<file path="src/rtl/write_dest_pkg.sv">
// Shared encodings and the stage entry type for the write-destination pipeline.
package write_dest_pkg;

  typedef enum logic [1:0] {
    SEL_RT   = 2'b00,
    SEL_RD   = 2'b01,
    SEL_ALT  = 2'b10,
    SEL_LINK = 2'b11
  } dest_sel_e;

  localparam int ZERO_REG     = 0;
  localparam int LINK_REG_DEF = 31;
  // Entries carry a fixed-width address field; narrower ADDR_W values are
  // zero-extended into it, so ADDR_W must not exceed this.
  localparam int ADDR_W_MAX   = 16;

  typedef struct packed {
    logic                  valid;
    logic [ADDR_W_MAX-1:0] addr;
  } dest_entry_t;

endpackage

</file>
<file path="src/rtl/wd_stage.sv">
// One write-back stage register: clear (valid only) beats hold, hold beats shift.
module wd_stage
  import write_dest_pkg::*;
(
  input  logic        clk,
  input  logic        reset,
  input  logic        i_hold,
  input  logic        i_clear,
  input  dest_entry_t i_d,
  output dest_entry_t o_q
);

  dest_entry_t r_q;

  always_ff @(posedge clk or negedge reset) begin
    if (!reset) begin
      r_q <= '0;
    end else if (i_clear) begin
      r_q.valid <= 1'b0;
    end else if (!i_hold) begin
      r_q <= i_d;
    end
  end

  assign o_q = r_q;

endmodule

</file>
<file path="src/rtl/write_dest_pipe.sv">
// Destination-register tracking pipeline with hazard detection and write-back.
// WRITE_DEST_PIPE_FWD_EN: when defined, the last stage is excluded from hazard compare.
module write_dest_pipe
  import write_dest_pkg::*;
#(
  parameter int ADDR_W   = 5,
  parameter int DEPTH    = 3,
  parameter int LINK_REG = LINK_REG_DEF
) (
  input  logic                       clk,
  input  logic                       reset,
  input  logic                       issue_valid,
  input  logic [1:0]                 selector,
  input  logic [ADDR_W-1:0]          rt_addr,
  input  logic [ADDR_W-1:0]          rd_addr,
  input  logic [ADDR_W-1:0]          alt_addr,
  input  logic                       stall,
  input  logic                       flush,
  input  logic [ADDR_W-1:0]          rs_query,
  input  logic [ADDR_W-1:0]          rt_query,
  output logic                       hazard_rs,
  output logic                       hazard_rt,
  output logic                       wb_valid,
  output logic [ADDR_W-1:0]          wb_addr,
  output logic [$clog2(DEPTH+1)-1:0] pending_count
);

  localparam int CNT_W = $clog2(DEPTH+1);
`ifdef WRITE_DEST_PIPE_FWD_EN
  localparam int HZ_STAGES = DEPTH - 1;
`else
  localparam int HZ_STAGES = DEPTH;
`endif

  logic [ADDR_W-1:0] w_sel_addr;
  dest_entry_t       w_stage_in;
  dest_entry_t       w_stage_d [DEPTH];
  dest_entry_t       w_stage_q [DEPTH];

  always_comb begin
    w_sel_addr = rt_addr;
    case (selector)
      SEL_RT:   w_sel_addr = rt_addr;
      SEL_RD:   w_sel_addr = rd_addr;
      SEL_ALT:  w_sel_addr = alt_addr;
      SEL_LINK: w_sel_addr = ADDR_W'(LINK_REG);
      default:  w_sel_addr = rt_addr;
    endcase
  end

  // Writes to $zero never become pending.
  always_comb begin
    w_stage_in.valid = issue_valid && (w_sel_addr != ADDR_W'(ZERO_REG));
    w_stage_in.addr  = ADDR_W_MAX'(w_sel_addr);
  end

  genvar gi;
  generate
    for (gi = 0; gi < DEPTH; gi++) begin : g_stage
      if (gi == 0) begin : g_head
        assign w_stage_d[gi] = w_stage_in;
      end else begin : g_body
        assign w_stage_d[gi] = w_stage_q[gi-1];
      end
      wd_stage u_stage (
        .clk     (clk),
        .reset   (reset),
        .i_hold  (stall),
        .i_clear (flush),
        .i_d     (w_stage_d[gi]),
        .o_q     (w_stage_q[gi])
      );
    end
  endgenerate

  always_comb begin
    hazard_rs = 1'b0;
    hazard_rt = 1'b0;
    for (int i = 0; i < HZ_STAGES; i++) begin
      if (w_stage_q[i].valid && (rs_query != '0) &&
          (w_stage_q[i].addr == ADDR_W_MAX'(rs_query)))
        hazard_rs = 1'b1;
      if (w_stage_q[i].valid && (rt_query != '0) &&
          (w_stage_q[i].addr == ADDR_W_MAX'(rt_query)))
        hazard_rt = 1'b1;
    end
  end

  always_comb begin
    pending_count = '0;
    for (int i = 0; i < DEPTH; i++)
      pending_count = pending_count + CNT_W'(w_stage_q[i].valid);
  end

  // A stalled or flushed last stage must not write; it commits on the first free cycle.
  assign wb_valid = w_stage_q[DEPTH-1].valid && !stall && !flush;
  assign wb_addr  = w_stage_q[DEPTH-1].addr[ADDR_W-1:0];

endmodule
</file>
<file path="config.mk">
export PLATFORM = sky130hd
export DESIGN_NAME = write_dest_pipe
export DESIGN_NICKNAME = d
export VERILOG_FILES = /design/src/rtl/write_dest_pkg.sv /design/src/rtl/wd_stage.sv /design/src/rtl/write_dest_pipe.sv
export SDC_FILE = /design/constraint.sdc
export NUM_CORES = 1
export LEC_CHECK = 0
export BUFFER_PORTS_ARGS = -buffer_cell sky130_fd_sc_hd__buf_2
export CAP_MARGIN = 25
export CORE_ASPECT_RATIO = 1.75
export CORE_MARGIN = 10
export CORE_UTILIZATION = 45
export DETAILED_ROUTE_END_ITERATION = 12
export GPL_TIMING_DRIVEN = 0
export MAX_ROUTING_LAYER = met4
export PLACE_DENSITY_LB_ADDON = 0.25
export SYNTH_ARGS = -nofsm -noshare
export SYNTH_HDL_FRONTEND = slang
export SYNTH_SLANG_ARGS = --single-unit
export TNS_END_PERCENT = 20
</file>
<file path="constraint.sdc">
create_clock -name clk -period 3.5 [get_ports clk]
set_input_delay 0.175 -clock clk [delete_from_list [all_inputs] [get_ports clk]]
set_output_delay 0.175 -clock clk [all_outputs]
set_load 0.01 [all_outputs]
</file>
== Word-level counts from Yosys, hierarchy flattened ==
Cells that the tools add are included.
Widths: inputs -> output; s select.

* Add/sub/neg operators: 2
* Eq/ne operators: 10
* Mux-type cells: 13
* Bitwise gates (word level): 2
* Reduce and logical (&&, ||, !) cells: 22

{| class="wikitable"
|+ Operators with widths
! cell !! number
|-
| $mux 17 || 3
|-
| $eq 5x5->1 || 6
|-
| $pmux 5 s4 || 1
|-
| $logic_and 1x1->1 || 15
|-
| $reduce_bool 5->1 || 3
|-
| $mux 1 || 9
|-
| $eq 2x2->1 const B || 2
|-
| $add 1x1->2 || 1
|-
| $add 2x1->2 || 1
|-
| $eq 2x1->1 const B || 1
|-
| $logic_not 1->1 || 2
|-
| $logic_not 2->1 || 1
|-
| $ne 2x1->1 const B || 1
|-
| $not 1->1 || 2
|-
| $reduce_and 2->1 || 1
|}

* Flip-flop bits (word level): 18
* Input port bits: 32

== Longest topological paths before layout ==
* Depth after elaboration: 6
* Depth in mapped cells: 5
* Depth with buffers taken out: 5

== By module ==
Synthesis repeated with hierarchy kept, for this count alone.

* Cell total of the unflattened synthesis: 192
* Area, all modules: 2687.6 sq um

{| class="wikitable"
|+ By module, submodules not included
! module !! times used !! cells each !! area each (sq um)
|-
| wd_stage || 3 || 37 || 688.2
|-
| write_dest_pipe || 1 || 81 || 623.1
|}

== Least setup slack after synthesis ==
OpenSTA, ideal clock, no wires.

* Kind: reg2out
* Start: reg g_stage[0].u_stage.r_q, in the netlist g_stage[0].u_stage.o_q[2]
* End: out hazard_rs
* Arrival time: 1233 ps
* Data required time: 3325 ps
* Setup slack: 2092 ps
* Stages on the path, launching flop included: 6
* Buffers on the path: 0
* Cells stage by stage: dfrtp_1 > xor2_1 > nor4_1 > and3_1 > a31oi_1 > a21oi_1

* Cells in the longest elaborated chain, start to end: 5

{| class="wikitable"
|+ Ends and longest elaborated chain
! element !! RTL line !! text
|-
| start, declared || wd_stage.sv:13 || <nowiki>dest_entry_t r_q;</nowiki>
|-
| start signal, assigned || wd_stage.sv:21 || <nowiki>r_q <= i_d;</nowiki>
|-
| $eq 5x5->1 || write_dest_pipe.sv:81 || <nowiki>(w_stage_q[i].addr == ADDR_W_MAX'(rs_query)))</nowiki>
|-
| $logic_and 1x1->1 || write_dest_pipe.sv:80 || <nowiki>if (w_stage_q[i].valid && (rs_query != '0) &&</nowiki>
|-
| $mux 1 (3 in a row) || write_dest_pipe.sv:80 ||
|-
| end, declared || write_dest_pipe.sv:21 || <nowiki>output logic hazard_rs,</nowiki>
|}

No other way between the ends.

== Worst setup path after layout ==
Ends and elaborated chain as after synthesis.

==> reports/qor_table.md <==
| Result | Value | Unit |
|:---|:---|:---|
| Outcome | finished, final reports clean | - |
| Post-detailed-route count of antenna-violating nets | 0 | - |
| Arrival time at the worst endpoint | 1.73 | ns |
| Proportion of synthesized chip area in sequential cells | 0.369 | - |
| Synth top cells by count | 36 x sky130_fd_sc_hd__nand2_1, 24 x sky130_fd_sc_hd__xor2_1, 18 x sky130_fd_sc_hd__dfrtp_1, 6 x sky130_fd_sc_hd__nor4_1, 6 x sky130_fd_sc_hd__xnor2_1 | - |
| Start-to-end type of the worst setup path | reg -> out | - |
| Number of warning messages in the yosys log | 0 | - |
| Pwr per Cell Area | 420 | mW/mm2 |
| Area share of the largest cell type after synthesis | 0.369 | - |
| Root cell of the clock tree | sky130_fd_sc_hd__clkbuf_8 | - |
| Fraction of registers with async set or reset after synthesis | 1.00 | - |
| Number of antenna violations at the first check in global routing | 0 | - |
| Final setup vio count | 0 | - |
| CP startpoint kind | flop | - |
| Port-buffer cells | 40 | - |
| Die width | 59.4 | um |
| Crit path max-delay family | simple AND/OR/NAND/NOR gates | - |
| Clock Path Buffers | 2 | - |
| Fraction of layout cells with a size suffix above 1 | 0.293 | - |
| Drt total wl | 3.25 | mm |
| Setup Total Neg Slack | 0 | ns |
| Wire length of the first global-routing pass | 5.78 | mm |
| Starting DRC count in detailed routing | 20 | - |
| Fin Clk Skew | 0.000929 | ns |
| Total CTS buffers | 3 | - |
| Clock edge transition at the registers on the reported setup and hold paths | 0.07 | ns |
| Fin crit period | 1.90 | ns |
| Vias per cell | 5.46 | - |
| MaxCap Viol Count | 0 | - |
| Max reg flops | 18 | - |
| Initial Util | 0.459 | - |
| Pin count of the biggest net entering global routing | 19 | - |
| Total count of max-transition violations in the final report | 0 | - |
| Worst IR Drop VDD | 0.230 | mV |
| First drt pass iteration count | 4 | - |
| Clock tree from TritonCTS | yes | - |
| Number of synthesized register bits | 18 | - |
| Power Total | 639 | uW |
| Final std cell area, no fill | 0.00152 | mm2 |
| Placed standard-cell area | 0.00146 | mm2 |
| Routability-driven placement congestion ratio | 0.920 | - |
| Crit share post-route | 0.544 | - |
| Library cell occupying the most area in the post-synthesis netlist | sky130_fd_sc_hd__dfrtp_1 | - |
| Post-detailed-route wirelength per cell | 15.4 | um |
| Post-synth cell types | 25 | - |
| Reg2Reg Setup Slack | 2.56 | ns |
| Global-route usage over all layers | 0.141 | - |
| RSZ-0062 raised after global routing | false | - |
| Vias in the first global route | 1342 | - |
| Number of antenna cells inserted | 0 | - |
| Class of the worst hold path | in -> reg | - |
| Leakage | 0.800 | nW |
| Mean instance size in the synthesized netlist | 8.79 | um2 |
| Leading register cell type out of synthesis | sky130_fd_sc_hd__dfrtp_1 | - |
| Placeable core region | 0.00266 | mm2 |
| Row count | 25 | - |
| Net count of the finished layout | 218 | - |
| Max-slew headroom | 0.715 | - |
| Maximum fanout along the worst path | 4 | - |
| Top cells by area, synth | sky130_fd_sc_hd__dfrtp_1 37%, sky130_fd_sc_hd__xor2_1 17%, sky130_fd_sc_hd__nand2_1 11% | - |
| Cell breakdown of the critical path | xor2_1 -> nor4_1 -> and3_1 -> a31oi_1 -> a21oi_1 -> buf_2 | - |
| Number of enable-type register cells in the synthesized netlist | 0 | - |
| I/O pin count | 42 | - |
| Area of the die | 0.00528 | mm2 |
| Vias post-DR | 1152 | - |
| Number of nets in the synthesized netlist | 172 | - |
| Number of sinks handled by clock tree synthesis | 18 | - |
| Slew @ Worst Pin | 0.427 | ns |
| DRC errors left | 0 | - |
| Type of destination of the critical path | output pin | - |
| H-tree level count | 1 | - |
| DP HPWL | 2.77 | mm |
| Synthesized netlist cell count | 139 | - |
| Required arrival time at the worst endpoint | 3.32 | ns |
| Fmax | 526 | MHz |
| Number of instances in the placed design | 206 | - |
| Max incr delay on CP | 0.43 | ns |
| Die Y | 88.9 | um |
| Number of buffers and inverters on the critical path | 1 | - |
| GRT overflow | 0 | - |
| Clock insertion delay at the later pin of the skew report | 0.25 | ns |
| Slowest cell on the critical path | sky130_fd_sc_hd__dfrtp_1 | - |
| Most numerous cell in the Yosys netlist | sky130_fd_sc_hd__nand2_1 | - |
| Synth-to-layout area growth | 24.5 | % |
| Final hold violation count | 0 | - |
| Layout Cells excl Fill | 211 | - |
| Post-Synthesis Cell Area | 0.00122 | mm2 |
## through the flow
step	setup WS (ns)	utilization	hold WS, ns
2_1_floorplan	2.09	-	-0.121
5_1_grt	1.48	0.572	0.133
3_5_place_dp	1.87	0.547	0.130
6_report	1.60	0.572	0.124
3_3_place_gp	1.93	0.547	0.108
4_1_cts	1.58	0.572	0.123
## per-layer routing
layer / GRT usage / part of all wire
met5: - / 0
met4: 0.0608 / 0.019
met3: 0.0455 / 0.078
met2: 0.247 / 0.52
met1: 0.136 / 0.38
## layout by cell type (no fill, tap or decap), drive strengths merged, types with 2 or more instances in the layout
cell type | netlist | routed
o21ai | 5 | 5
clkbuf | 3 | 7
a21oi | 3 | 3
mux2 | 5 | 5
xor2 | 24 | 24
nand2 | 36 | 36
buf | 6 | 46
nand3 | 2 | 2
or4 | 2 | 2
nor4 | 6 | 6
o22ai | 5 | 5
and3 | 2 | 2
nor2 | 5 | 5
dfrtp | 18 | 18
a31oi | 3 | 3
xnor2 | 6 | 6
mux2i | 2 | 2
## worst paths after layout
check                                      startpoint  depth (start not counted)                         end
setup / recovery            g_stage[0].u_stage.o_q[2]                          6                   hazard_rs
max in group asynchronous                       reset                          2   g_stage[1].u_stage.o_q[3]
setup reg to reg           g_stage[0].u_stage.o_q[16]                          1  g_stage[0].u_stage.o_q[16]
hold reg to reg             g_stage[2].u_stage.o_q[0]                          2   g_stage[2].u_stage.o_q[0]
min in group asynchronous                       reset                          2   g_stage[1].u_stage.o_q[1]
hold / removal                                  flush                          2  g_stage[2].u_stage.o_q[16]
## layout make-up
type / count / area [um2]
Clock buffer: 4 / 55.1
Fill cell: 264 / 1140
Sequential cell: 18 / 450
Timing Repair Buffer: 41 / 210
Inverter: 1 / 3.75
Multi-Input combinational cell: 111 / 707
Buffer: 9 / 60.1
Tap cell: 27 / 33.8
## where the power goes
group	internal [mW]	total (mW)	switching, mW
logic	0.0939	0.182	0.0878
clock network	0.100	0.172	0.0717
registers	0.239	0.286	0.0465
total	0.433	0.639	0.206
## logic make-up after synthesis
family | after synthesis | synth area share
AO/OA/AOI/OAI | 17 | 0.0820
XOR/XNOR | 30 | 0.215
adder cells (fa/ha/maj) | 1 | 0.0164
buffers and inverters | 10 | 0.0523
flip-flops | 18 | 0.369
multiplexers | 7 | 0.0625
AND/OR/NAND/NOR | 56 | 0.203
## what timing repair did
| action | in CTS | in global routing |
|---|---|---|
| setup buffers | 0 | 0 |
| resized for setup | 0 | 0 |
| hold endpoints to repair | 18 | 0 |
| endpoints found under the setup margin | 0 | 0 |
| hold buffers | 1 | 0 |
Note: power is estimated with default switching activity, not from simulation.
